### src/rtl/spi_seq_pkg.sv
// Shared definitions for the SPI command sequencer: opcodes, one-hot state
// encoding and the default pad word.
package spi_seq_pkg;

  localparam logic [3:0]  OP_RD   = 4'h1;
  localparam logic [3:0]  OP_WR   = 4'h2;
  localparam logic [3:0]  OP_FIFO = 4'h3;

  localparam logic [15:0] PAD_WORD_DEFAULT = 16'hDEAD;

  // One-hot bit positions
  localparam int unsigned S_IDLE       = 0;
  localparam int unsigned S_RD_FETCH   = 1;
  localparam int unsigned S_RD_LOAD    = 2;
  localparam int unsigned S_RD_WAIT    = 3;
  localparam int unsigned S_WR_DATA    = 4;
  localparam int unsigned S_FIFO_FETCH = 5;
  localparam int unsigned S_FIFO_CAP   = 6;
  localparam int unsigned S_FIFO_HI_LD = 7;
  localparam int unsigned S_FIFO_HI    = 8;
  localparam int unsigned S_FIFO_LO    = 9;
  localparam int unsigned S_HDR_LD     = 10;
  localparam int unsigned S_HDR_WAIT   = 11;
  localparam int unsigned NUM_STATES   = 12;

  typedef logic [NUM_STATES-1:0] onehot_t;

  typedef enum logic [NUM_STATES-1:0] {
    IDLE       = onehot_t'(1 << S_IDLE),
    RD_FETCH   = onehot_t'(1 << S_RD_FETCH),
    RD_LOAD    = onehot_t'(1 << S_RD_LOAD),
    RD_WAIT    = onehot_t'(1 << S_RD_WAIT),
    WR_DATA    = onehot_t'(1 << S_WR_DATA),
    FIFO_FETCH = onehot_t'(1 << S_FIFO_FETCH),
    FIFO_CAP   = onehot_t'(1 << S_FIFO_CAP),
    FIFO_HI_LD = onehot_t'(1 << S_FIFO_HI_LD),
    FIFO_HI    = onehot_t'(1 << S_FIFO_HI),
    FIFO_LO    = onehot_t'(1 << S_FIFO_LO),
    HDR_LD     = onehot_t'(1 << S_HDR_LD),
    HDR_WAIT   = onehot_t'(1 << S_HDR_WAIT)
  } state_t;

  function automatic logic [3:0] cmd_op(input logic [7:0] b);
    return b[7:4];
  endfunction

endpackage

### src/rtl/spi_cmd_sequencer_sat_cnt.sv
// Saturating up-counter with synchronous active-high reset.
module sat_cnt #(
  parameter int unsigned W = 8
) (
  input  logic         clk,
  input  logic         rst,
  input  logic         inc,
  output logic [W-1:0] count
);

  // Count up on inc, hold at all-ones
  always_ff @(posedge clk) begin
    if (rst)
      count <= '0;
    else if (inc && (count != '1))
      count <= count + W'(1);
  end

endmodule

### src/rtl/spi_cmd_sequencer.sv
// SPI command sequencer: decodes RD / WR / FIFO command bytes and sequences
// register access, packetised FIFO readout and the transmit-byte load.
// Optional header byte (pk_sz) before FIFO data: define SPI_SEQ_HDR_EN.
module spi_cmd_sequencer
  import spi_seq_pkg::*;
#(
  parameter logic [15:0] PAD_WORD = PAD_WORD_DEFAULT,
  parameter int unsigned ERR_W    = 8
) (
  input  logic             clk,
  input  logic             rst,
  input  logic             cs_n,
  input  logic             rx_valid,
  input  logic [7:0]       rx_byte,
  input  logic             tx_done,
  output logic             tx_load,
  output logic [7:0]       tx_byte,
  output logic [3:0]       reg_addr,
  output logic [7:0]       reg_wdata,
  output logic             reg_we,
  input  logic [7:0]       reg_rdata,
  output logic             fifo_rd,
  input  logic [15:0]      fifo_data,
  input  logic             fifo_empty,
  input  logic [7:0]       pk_sz,
  output logic             busy,
  output logic [ERR_W-1:0] err_cnt,
  output logic [ERR_W-1:0] unf_cnt
);

  state_t      state, state_d;
  logic [7:0]  cnt, cnt_d;
  logic [15:0] word, word_d;
  logic        from_fifo, from_fifo_d;
  logic [15:0] cap_word;

  logic        tx_load_d, reg_we_d, fifo_rd_d;
  logic [7:0]  tx_byte_d, reg_wdata_d;
  logic [3:0]  reg_addr_d;
  logic        err_inc, unf_inc;

  // State, datapath and registered outputs
  always_ff @(posedge clk) begin
    if (rst) begin
      state     <= IDLE;
      cnt       <= '0;
      word      <= '0;
      from_fifo <= 1'b0;
      tx_load   <= 1'b0;
      tx_byte   <= '0;
      reg_addr  <= '0;
      reg_wdata <= '0;
      reg_we    <= 1'b0;
      fifo_rd   <= 1'b0;
      busy      <= 1'b0;
    end else begin
      state     <= state_d;
      cnt       <= cnt_d;
      word      <= word_d;
      from_fifo <= from_fifo_d;
      tx_load   <= tx_load_d;
      tx_byte   <= tx_byte_d;
      reg_addr  <= reg_addr_d;
      reg_wdata <= reg_wdata_d;
      reg_we    <= reg_we_d;
      fifo_rd   <= fifo_rd_d;
      busy      <= (state_d != IDLE);
    end
  end

  // Next-state and next-output decode; abort on cs_n overrides everything
  always_comb begin
    state_d     = state;
    cnt_d       = cnt;
    word_d      = word;
    from_fifo_d = from_fifo;
    tx_byte_d   = tx_byte;
    reg_addr_d  = reg_addr;
    reg_wdata_d = reg_wdata;
    tx_load_d   = 1'b0;
    reg_we_d    = 1'b0;
    fifo_rd_d   = 1'b0;
    err_inc     = 1'b0;
    unf_inc     = 1'b0;
    cap_word    = '0;

    if ((state != IDLE) && cs_n) begin
      state_d = IDLE;
      cnt_d   = '0;
    end else begin
      case (state)
        IDLE: begin
          if (rx_valid) begin
            reg_addr_d = rx_byte[3:0];
            case (cmd_op(rx_byte))
              OP_RD:   state_d = RD_FETCH;
              OP_WR:   state_d = WR_DATA;
              OP_FIFO: begin
                if (pk_sz != '0) begin
                  cnt_d = pk_sz;
`ifdef SPI_SEQ_HDR_EN
                  state_d = HDR_LD;
`else
                  state_d = FIFO_FETCH;
`endif
                end
              end
              default: err_inc = 1'b1;
            endcase
          end
        end
        RD_FETCH: state_d = RD_LOAD;
        RD_LOAD: begin
          tx_byte_d = reg_rdata;
          tx_load_d = 1'b1;
          state_d   = RD_WAIT;
        end
        RD_WAIT: begin
          if (tx_done) state_d = IDLE;
        end
        WR_DATA: begin
          if (rx_valid) begin
            reg_wdata_d = rx_byte;
            reg_we_d    = 1'b1;
            state_d     = IDLE;
          end
        end
`ifdef SPI_SEQ_HDR_EN
        HDR_LD: begin
          tx_byte_d = cnt;
          tx_load_d = 1'b1;
          state_d   = HDR_WAIT;
        end
        HDR_WAIT: begin
          if (tx_done) state_d = FIFO_FETCH;
        end
`endif
        FIFO_FETCH: begin
          if (!fifo_empty) begin
            fifo_rd_d   = 1'b1;
            from_fifo_d = 1'b1;
            state_d     = FIFO_CAP;
          end else begin
            word_d      = PAD_WORD;
            from_fifo_d = 1'b0;
            unf_inc     = 1'b1;
            state_d     = FIFO_HI_LD;
          end
        end
        // fifo_rd is registered, so fifo_data becomes valid only during
        // FIFO_HI_LD; the word is captured there rather than in FIFO_CAP.
        FIFO_CAP: state_d = FIFO_HI_LD;
        FIFO_HI_LD: begin
          cap_word  = from_fifo ? fifo_data : word;
          word_d    = cap_word;
          tx_byte_d = cap_word[15:8];
          tx_load_d = 1'b1;
          state_d   = FIFO_HI;
        end
        FIFO_HI: begin
          if (tx_done) begin
            tx_byte_d = word[7:0];
            tx_load_d = 1'b1;
            state_d   = FIFO_LO;
          end
        end
        FIFO_LO: begin
          if (tx_done) begin
            cnt_d   = cnt - 8'd1;
            state_d = (cnt == 8'd1) ? IDLE : FIFO_FETCH;
          end
        end
        default: begin
          state_d = IDLE;
          cnt_d   = '0;
        end
      endcase
    end
  end

  sat_cnt #(.W(ERR_W)) u_err_cnt (
    .clk   (clk),
    .rst   (rst),
    .inc   (err_inc),
    .count (err_cnt)
  );

  sat_cnt #(.W(ERR_W)) u_unf_cnt (
    .clk   (clk),
    .rst   (rst),
    .inc   (unf_inc),
    .count (unf_cnt)
  );

endmodule

### config.mk
export PLATFORM = sky130hd
export DESIGN_NAME = spi_cmd_sequencer
export DESIGN_NICKNAME = d
export VERILOG_FILES = /design/src/rtl/spi_seq_pkg.sv /design/src/rtl/spi_cmd_sequencer_sat_cnt.sv /design/src/rtl/spi_cmd_sequencer.sv
export SDC_FILE = /design/constraint.sdc
export NUM_CORES = 1
export LEC_CHECK = 0
export CAP_MARGIN = 10
export CORE_MARGIN = 2
export CORE_UTILIZATION = 46
export CTS_CLUSTER_DIAMETER = 60
export CTS_CLUSTER_SIZE = 40
export DETAILED_ROUTE_END_ITERATION = 12
export PLACE_DENSITY = 0.75
export SYNTH_ARGS = -nofsm -noshare
export SYNTH_HDL_FRONTEND = slang
export SYNTH_SLANG_ARGS = --single-unit
### constraint.sdc
create_clock -name clk -period 2 [get_ports clk]
set_input_delay 0.4 -clock clk [delete_from_list [all_inputs] [get_ports clk]]
set_output_delay 0.4 -clock clk [all_outputs]
set_load 0.01 [all_outputs]
Word level (Yosys, flattened, before mapping):

Cells that the tools add are included.
Widths: inputs -> output; s select.

* $add $sub $neg: 3
* eq/ne operators: 25
* mux-type cells: 32
* bitwise logic cells: 4
* reductions and logical operators: 19

Operators by type and width (number)
* $pmux 12 s10: 1
* $mux 12: 7
* $mux 8: 6
* $pmux 8 s3: 2
* $pmux 12 s3: 1
* $mux 16: 2
* $pmux 16 s2: 1
* $ne 12x1->1 const B: 2
* $add 8x1->8 const B: 2
* $ne 8x8->1 const B: 2
* $eq 12x1->1 const B: 1
* $eq 12x10->1 const B: 1
* $eq 12x2->1 const B: 1
* $eq 12x3->1 const B: 1
* $eq 12x4->1 const B: 1
* $eq 12x5->1 const B: 1
* $eq 12x6->1 const B: 1
* $eq 12x7->1 const B: 1
* $eq 12x8->1 const B: 1
* $eq 12x9->1 const B: 1
* $ne 2x2->1 const B: 6
* $reduce_and 3->1: 4
* $mux 1: 10
* $reduce_or 3->1: 3
* 17 further kinds: 24

* flip-flop bits (word level): 77
* bits of input ports: 46
* logic and storage cells: 97

Depth between registers and ports, before layout:

* word-level depth: 7
* mapped depth: 8

Modules after synthesis:

From an unflattened synthesis, not the netlist that was laid out.

* cell total of the unflattened synthesis: 456
* area, all modules: 4018.9 um^2

Modules (own cells, without submodules)
* spi_cmd_sequencer: instances 1, cells each 364, area an instance 3158.0 um^2, seq. area each 1221.2 um^2
* sat_cnt: instances 2, cells each 46, area an instance 430.4 um^2, seq. area each 160.2 um^2

Least setup slack after synthesis:

No wires, ideal clock.

* path kind: register -> register
* start: register state[3]
* end: register word[0]
* arrival time: 1913 ps
* required time: 1872 ps
* setup slack: -40 ps
* stages on the path, launching flop included: 9
* path buffers: 3
* period minus slack after synthesis: 2040 ps
* cell sequence: dfxtp_1 -> buf_2 -> or4b_4 -> o31ai_1 -> buf_2 -> nand3_1 -> clkbuf_1 -> o22ai_1 -> nor2_1

* longest elaborated chain between the ends: 4
* elaborated cells on any way between the ends: 10
* classes of those cells: eq/ne: 5; mux: 1; bitwise: 1; reduce/logical: 3

Ends and longest elaborated chain
* from (decl): line spi_cmd_sequencer.sv:31 `state_t state, state_d;`
* from (signal assigned): line spi_cmd_sequencer.sv:57 `state <= state_d;`
* parallel branches: the longest is 4 deep, another holds $eq 12x8->1
* to (signal assigned): line spi_cmd_sequencer.sv:59 `word <= word_d;`
* to (decl): line spi_cmd_sequencer.sv:33 `logic [15:0] word, word_d;`

Parallel ways; which one is timed is not known.
A chain may end at the register's enable or synchronous reset.

Worst setup path after layout:

* start: register state[9]
* end: register word[14]

* longest elaborated chain between the ends: 4
* elaborated cells on any way between the ends: 9
* classes of those cells: eq/ne: 4; mux: 1; bitwise: 1; reduce/logical: 3

Ends and longest elaborated chain
* parallel branches: the longest is 4 deep, another holds $eq 12x6->1

Parallel ways; which one is timed is not known.

==> results.cfg <==
[status]
status = finished, violations left
violations = negative setup slack

[detailed_routing]
route.detailed.drc = 0
drtPass1Iterations = 5
ant_nets = 0
via_per_inst = 6.05
drt_iter0_drc = 241
post_drt_wl_per_cell_um = 18.6
vias = 4322
routed_wl_um = 13300

[worst_setup_path]
crit_arrival_ns = 2.39
rr_endpoint = word[14]
crit_path_end_kind = flop
crit_fanout = 6
crit_required_ns = 2.29
cpPeakStageDelay_ns = 0.33
critical_path_class = reg2reg
cp-start-kind = flop
cpMaxStageDelayCell = dfxtp_1
crit_chain = buf_4 > nor4_4 > buf_6 > buf_6 > nand4_4 > buf_4 > a21oi_2 > buf_6 > o22ai_1 > nor2_1
reg2regPathDepth = 10
worst_path_most_repeated_cell = buf_6
regToRegSetupSlack_ns = -0.10
timing.rr.start = state[9]

[global_route]
overflow = 0
grt_util_all_layers_pct = 24.6
grt_max_degree = 34
grt_pass1_vias = 3827
grt_pass1_wl_um = 17700
antenna_found_initial = 0

[logic_synthesis]
synth_edf_count = 0
ys_seq_elements = 77
synth_area_um2 = 3840
synth_xor_area_share_pct = 3.19
synth_top_family_by_area = simple AND/OR/NAND/NOR gates
async_flop_share_pct = 0
synth_mux_area_share_pct = 4.69
yosys.area_share.simple_pct = 27.8
synth_compound_area_share_pct = 19.2
ys_seq_area_share_pct = 40.1
synth-adder-area-share_pct = 1.30
syn_inst = 436
ys_types = 64
ys_warn_count = 0
syn_area_per_cell_um2 = 8.82
synthFlopType = dfxtp_1

[cts]
cts_tree = done
clockBufferDepth = 2
cts-root-buf = clkbuf_8
cts_hold_buf = 0
cts_htree_levels = 3
clock-sinks = 77
clk_latency_ns = 0.35
clk_pin_slew_ns = 0.08
cts_made_buffers = 9

[timing]
min_period_ns = 2.10
fin_worst_skew_ns = 0.00956
worst_pin_slew_ns = 0.724
whs_ns = 0.463
setup_viol = 48
slew_headroom_pct = 51.6
maxSlewViolCount = 0
setup_ws_ns = -0.105
max_freq_mhz = 475
rsz0062_at_grt = yes
hold_viol = 0
fin_crit_sh_pct = 105

[placement]
port-buffer-count = 85
gp_congestion = 0.859
hpwlAfterDp_um = 8150
place_ws_ns = -0.524
dp.cells = 674

[worst_hold_path]
whs_path_depth = 2
holdPathEnd = reg_addr[1]
hold_path_class = reg2reg
hp-start = reg_addr[1]

[floorplanning]
die-area_um2 = 9110
die_height_um = 95.4
die_w_um = 95.4
core_um2 = 8180
placementRows = 33
ioPinCount = 86
start_util_pct = 47.0

[cells_and_area]
drive_gt1_share_pct = 31.4
fillCellCount = 511
fin_nets = 655
antenna_cells = 0
stdcell_count = 714
area_growth_pct = 61.6

[job]
drv_cap = 0

[pwr]
ir_worst_vdd_mv = 0.362
power.leakage_nw = 2.21
power_density_nw_per_um2 = 502
## critical path, delay by kind of cell (launching register included)
kind                   cells  cell delay (ns)
AO/OA/AOI/OAI              2             0.30
AND/OR/NAND/NOR            3             0.56
buffers and inverters      5             0.86
flip-flops                 1             0.33
## worst max path at each step
| stage | startpoint | to | slack (ns) | cells past startpoint |
|---|---|---|---|---|
| after floorplan | state[3] | u_unf_cnt.count[5] | -0.02 | 7 |
| after global placement | rx_valid | cnt[6] | -0.44 | 6 |
| after detailed placement | rx_valid | cnt[4] | -0.52 | 6 |
| after CTS | state[11] | u_unf_cnt.count[2] | -0.04 | 6 |
| after global routing | state[11] | word[14] | -0.18 | 10 |
| final | state[9] | word[14] | -0.10 | 10 |
## registers in the layout, indices dropped and copies added (netlist names)
register	count
cnt	8
reg_addr	4
reg_wdata	8
word	16
from_fifo	1
u_unf_cnt.count	8
u_err_cnt.count	8
fifo_rd	1
state	12
tx_byte	8
tx_load	1
busy	1
reg_we	1
## area by class of cell
cell class / count / area [um^2] / area share [%]
clock inverters: 5 / 52.6 / 0.846
repair buffers: 181 / 1680 / 27.0
clock buffers: 10 / 128 / 2.05
multi-input cells: 330 / 2660 / 42.8
well taps: 105 / 131 / 2.11
inverters: 6 / 22.5 / 0.362
flip-flops and latches: 77 / 1550 / 24.9
## where the power goes
group / internal [mW] / switching, mW / total, mW
clock: 0.564 / 0.572 / 1.14
combinational: 0.217 / 0.209 / 0.425
sequential: 1.54 / 0.0120 / 1.56
total: 2.32 / 0.793 / 3.12
## layout by cell type, fill, tap and decap left out, types with 6 or more instances in the layout
cell             instances
a211oi_1                 8
a21oi_1                 21
buf_4                   72
buf_6                   20
clkbuf_8                 9
clkdlybuf4s50_1         81
dfxtp_1                 73
inv_1                    6
mux2i_1                 18
nand2_1                 12
nand3_1                 15
nand4_1                 12
nor2_1                  71
nor3_1                  11
nor4_4                   8
o22ai_1                  8
xnor2_1                 12
## cells by family after synthesis
| family | count (synthesis) |
|---|---|
| muxes | 18 |
| buffers and inverters | 31 |
| and+or+nand+nor | 186 |
| adders and majority gates | 4 |
| DFF | 77 |
| xor gates and xnor gates | 14 |
| AOI/OAI and AO/OA | 105 |
| other | 1 |
## per-layer routing
| metal | wire [um] | up-vias | global-route usage [%] |
|---|---|---|---|
| met4 | 371 | 0 | 6.07 |
| li1 | - | 1988 | - |
| met5 | 0 | - | 0 |
| met2 | 6570 | 205 | 41.0 |
| met1 | 5470 | 2084 | 32.8 |
| met3 | 877 | 45 | 5.14 |
## what timing repair did
item / 4_1_cts / 5_1_grt
hold endpoints to repair: 0 / 0
pin swaps: 8 / 29
gates resized for setup: 27 / 91
setup buffers: 5 / 15
gates cloned: 1 / 4
setup endpoints to repair: 60 / 63
## through the flow
step	util, %	power (mW)	instance area, um^2	TNS (ns)
global route	76.0	3.22	6210	-6.14
finish	76.0	3.12	6210	-2.93
global placement	64.5	1.92	5270	-5.99
CTS	68.9	3.04	5640	-0.222
detailed placement	64.5	1.93	5270	-7.48
floorplan	-	1.72	3870	-0.0401
## synthesized netlist by cell type (all sizes together), types with 4 or more instances
cell,number,area share (%)
o22ai,13,2.3
o21ai,7,0.91
o31ai,7,1.4
nor4b,8,2.3
xnor2,12,2.7
nor4,14,3.4
nor2b,5,0.81
a21oi,25,3.3
nand4,13,2.3
inv,6,0.59
ha,4,1.3
a31oi,6,0.98
buf,12,1.8
nor2,74,7.7
dfxtp,77,40
nand3,19,2.6
clkbuf,13,1.3
and3,5,0.81
nor3,15,2.1
mux2i,18,4.7
o311ai,5,1.1
a211oi,14,2.7
o2bb2ai,5,1.1
a22oi,7,1.4
nand2,13,1.3
Note: power is estimated with default switching activity, not from simulation.
==> RTL change 1: new RTL, same flow settings <==
Take the reset off `word` and load it in a clocked block of its own.
--- a/src/rtl/spi_cmd_sequencer.sv
+++ b/src/rtl/spi_cmd_sequencer.sv
@@ -44,7 +44,6 @@
     if (rst) begin
       state     <= IDLE;
       cnt       <= '0;
-      word      <= '0;
       from_fifo <= 1'b0;
       tx_load   <= 1'b0;
       tx_byte   <= '0;
@@ -56,7 +55,6 @@
     end else begin
       state     <= state_d;
       cnt       <= cnt_d;
-      word      <= word_d;
       from_fifo <= from_fifo_d;
       tx_load   <= tx_load_d;
       tx_byte   <= tx_byte_d;
@@ -66,6 +64,10 @@
       fifo_rd   <= fifo_rd_d;
       busy      <= (state_d != IDLE);
     end
+  end
+
+  always_ff @(posedge clk) begin
+    word <= word_d;
   end
 
   // Next-state and next-output decode; abort on cs_n overrides everything
Behaviour: same outputs for any inputs over 4 cycles, from zero or initial values and one cycle with rst high; that may be too few to reach the edited logic, so the function may still have changed.
==> RTL change 1 against the original RTL <==
  * The run still ends with negative setup slack left
  * Sequential power up 3%
  * Cell area down 4.0%
  * Power up 0.77%
  * Routed wire length down 13%
  * Sequential cell count unchanged
  * Largest cell class unchanged
  * Synthesized area up 3.6%
  * Worst setup slack worse by 0.071 ns
  * Critical path type unchanged
  * Synthesized cell count up 4.1%
==> RTL change 1: results <==
[timing]
fin_setup_tns_ns = -4.16
worst_pin_slew_ns = 0.589
skew_ns = 0.00842
setup_ws_ns = -0.175
finalSetupViolations = 45

[grt]
grt_pass1_wl_um = 19100
grt_usage = 0.247
antenna_found_initial = 0
grt_pass1_vias = 3919
grt_max_degree = 31

[yosys]
seq_area_frac_synth = 0.427
yosysWarnings = 0
synthTopCellsByArea = dfxtp_1 31%, edfxtp_1 12%, nor2_1 5.1%, a21oi_1 4.3%, mux2i_1 3.8%
synth_compound_area_frac = 0.177
synth.distinct_cells = 61
ys_top_cells_by_count = 61 x dfxtp_1, 54 x nor2_1, 36 x nand2_1
muxShareOfSynthArea = 0.0377
synth_edf_count = 16
syn_avg_cell_area_um2 = 8.78
synth_xor_area_frac = 0.0308
synthAdderAreaFrac = 0.0126
async_flop_share = 0

[power]
peakVddDrop_mv = 0.334
leakagePower_uw = 0.00217

[min_path]
hold_class = reg2reg

[outcome]
violations = negative setup slack
status = finished with violations

[clocking]
htree_num_levels = 3
cts_buffer_depth = 2
root_buffer = clkbuf_8
cts_made_buffers = 9
path_clk_slew_ns = 0.09
clkLatencyLatePin_ns = 0.36

[routing]
dr.pass1.iters = 5
wl_per_cell_um = 16.0
drt_iter0_markers = 220
via_per_inst = 5.68
routed_wl_um = 11600

[finish]
diodes = 0
biggestRegsByFlops = word: 16 flops, state: 12 flops
layout.nets = 665
layout-drive-gt1-share = 0.247
nFillCells = 626

[place]
io_buffers = 85
routabilityCongestion = 0.937
place_inst = 701
dp_hpwl_um = 8380
dp_slack_ns = -0.449

[critical_path]
critPathMaxFanout = 9
worstPathArrival_ns = 2.46
[RTL change 1: cell types whose count changed after synthesis, moves of 7 or more]
cell	change
a211oi_1	-11
a21oi_1	+9
a221o_1	+7
a221oi_1	+8
clkbuf_1	+8
dfxtp_1	-16
edfxtp_1	+16
inv_1	+10
nand2_1	+23
nor2_1	-18
o22ai_1	-11
xnor2_1	-9
xor2_1	+9
[RTL change 1: metrics by stage]
stage               hold slack [ns]  power [uW]  area, um^2
global route                  0.485        3250        5970
finish                        0.462        3140        5970
detailed placement            0.448        1970        5580
floorplan                     0.467        1770        4110
global placement              0.441        1970        5580
CTS                           0.458        3140        5870
[RTL change 1: path summary, 6_finish.rpt]
| kind | slack, ns | endpoint | depth (start not counted) | start |
|---|---|---|---|---|
| setup / recovery | -0.18 | tx_byte[6] | 6 | state[2] |
| hold / removal | 0.46 | reg_wdata[7] | 2 | reg_wdata[7] |
| setup reg to reg | -0.18 | tx_byte[6] | 6 | state[2] |
| hold reg to reg | 0.46 | reg_wdata[7] | 2 | reg_wdata[7] |
[RTL change 1: worst max-delay path: stages, from the launching register on]
cell and delay (ns):
dfxtp_2 0.33, or4b_4 0.57, o31ai_4 0.36, buf_4 0.24, o21ai_4 0.12, a221o_1 0.34
a21oi_1 0.14
[RTL change 1: report_power, final]
group          switching, uW  internal (uW)  total [uW]
registers               10.4           1590        1600
clock network            613            568        1180
logic                    161            201         362
[RTL change 1: cell families (layout without fill, tap and decap cells)]
group                      count (synthesis)  in the layout
and+or+nand+nor                          197            197
muxes                                     15             15
buffers and inverters                     45            210
other                                      1              2
AOI/OAI and AO/OA                        101            101
DFF                                       77             77
adders and majority gates                  4              4
xor gates and xnor gates                  14             14
[RTL change 1: timing repair]
| action | 4_1_cts | 5_1_grt |
|---|---|---|
| gates resized for setup | 17 | 21 |
| endpoints found under the setup margin | 49 | 62 |
| pin swaps | 8 | 5 |
| buffers inserted | 5 | 3 |
[RTL change 1: layout make-up]
type / instances / area [um^2] / area share
clock buffer: 11 / 163 / 0.0273
timing repair buffer: 178 / 1580 / 0.265
multi-input combinational: 333 / 2290 / 0.383
inverter: 16 / 60.1 / 0.0101
tap: 105 / 131 / 0.0220
sequential: 77 / 1710 / 0.286
clock inverter: 5 / 36.3 / 0.00608
[RTL change 1: per-layer routing]
layer,share of wire,vias up,GRT usage
met4,0.012,0,0.0758
li1,-,1996,-
met2,0.49,153,0.401
met1,0.43,1952,0.333
met3,0.064,16,0.0504
met5,0,-,0
==> RTL change 2: new RTL, config.mk and constraints unchanged <==
Made on the original files. The package constant `NUM_STATES` goes from 12 to 13.
--- a/src/rtl/spi_seq_pkg.sv
+++ b/src/rtl/spi_seq_pkg.sv
@@ -21,7 +21,7 @@
   localparam int unsigned S_FIFO_LO    = 9;
   localparam int unsigned S_HDR_LD     = 10;
   localparam int unsigned S_HDR_WAIT   = 11;
-  localparam int unsigned NUM_STATES   = 12;
+  localparam int unsigned NUM_STATES   = 13;
 
   typedef logic [NUM_STATES-1:0] onehot_t;
 
Behaviour: no difference found for any inputs over 4 cycles, from zero or initial values and one cycle with rst high; that may be too few to reach the edited logic, so the function may still have changed.
==> RTL change 2 against the original RTL <==
  * The run still ends with negative setup slack left
  * Routed wire length increased by 9.9%
  * Global-route usage is 3.9 points higher
  * Sequential share of layout area fell by 0.32 points
  * Power rose by 6.2%
  * Cell area rose by 2.4%
  * Synthesized cell count grew 12%
  * Worst setup slack worse by 0.42 ns
  * Sequential cell count increased by 1
  * Synthesized area rose by 5.1%
==> RTL change 2: results <==
[grt]
grt_usage = 0.285
grt_pass1_wl_um = 22500
gr-usage-met1 = 0.363
grt_max_degree = 60

[place]
placed_cell_area_um2 = 5540
io_buffers = 85
routabilityCongestion = 0.916

[finish]
layout-drive-gt1-share = 0.283
nFillCells = 598

[min_path]
min_from = reg_addr[0]
whs_endpoint = reg_addr[0]

[power]
p_total_uw = 3310
swShare = 0.241
power.share.clock = 0.411
leakagePower_uw = 0.00238
pwr-share-seq = 0.473

[outcome]
violations = negative setup slack
status = finished with violations

[routing]
wl_met2_um = 7010
dr.pass1.iters = 7
via_per_inst = 6.16
met3WireLength_um = 1210
routed_wl_um = 14600
drt_iter0_markers = 602
met1Wirelength_um = 5890

[timing]
skew_ns = 0.0127
holdWs_ns = 0.467
finalSetupViolations = 74
worst_pin_slew_ns = 0.591
fin_setup_tns_ns = -17.65
setup_ws_ns = -0.524

[yosys]
ys_top_cells_by_count = 78 x dfxtp_1, 54 x a21oi_1, 45 x nor2_1
seq_area_frac_synth = 0.386
synth.distinct_cells = 58

[critical_path]
critPathMaxFanout = 8
rr_worst_depth = 8
r2r_end = state[5]
worstPathArrival_ns = 2.79
-- RTL change 2: area by class of cell --
| type | count | area [um^2] | area share |
|---|---|---|---|
| multi-input combinational | 364 | 2650 | 0.416 |
| clock buffer | 11 | 141 | 0.0222 |
| clock inverter | 5 | 81.3 | 0.0128 |
| sequential | 78 | 1560 | 0.246 |
| inverter | 12 | 45.0 | 0.00708 |
| timing repair buffer | 188 | 1750 | 0.275 |
| tap | 108 | 135 | 0.0212 |
-- RTL change 2: worst max path at each step --
stage	from	endpoint	depth (start not counted)
after global routing	state[8]	state[5]	8
after floorplan	state[11]	u_unf_cnt.count[4]	7
final	state[8]	state[5]	8
after global placement	rx_valid	cnt[6]	7
after detailed placement	rx_valid	cnt[6]	7
after CTS	state[1]	u_unf_cnt.count[7]	5
-- RTL change 2: cell families after synthesis --
kind of cell    count (synthesis)  synth area share
simple gates                  198             0.267
compound gates                132             0.221
flops                          78             0.386
buf+inv                        49            0.0467
mux                            16            0.0415
xor+xnor                       11            0.0238
fa+ha+maj                       4            0.0124
other cells                     1          0.000928
-- RTL change 2: worst max-delay path: stages (launching register included) --
cell and delay, ns:
dfxtp_1 0.32, or4_4 0.55, buf_4 0.16, or4_4 0.54, buf_6 0.15, a21oi_4 0.20
o21ai_4 0.16, buf_6 0.17, a21oi_1 0.19
-- RTL change 2: what timing repair did --
item                                    in CTS  in global routing
gates cloned                                 3                  1
gates resized for setup                     60                 42
setup buffers                               14                  3
pin swaps                                   17                 10
endpoints found under the setup margin      75                 75
-- RTL change 2: stage by stage --
stage               cells  utilization  setup slack, ns
finish                766        0.737           -0.524
global route          766        0.737           -0.618
CTS                   762        0.712           -0.475
detailed placement    729        0.642           -0.607
global placement      729        0.642           -0.511
floorplan             491            -           -0.621
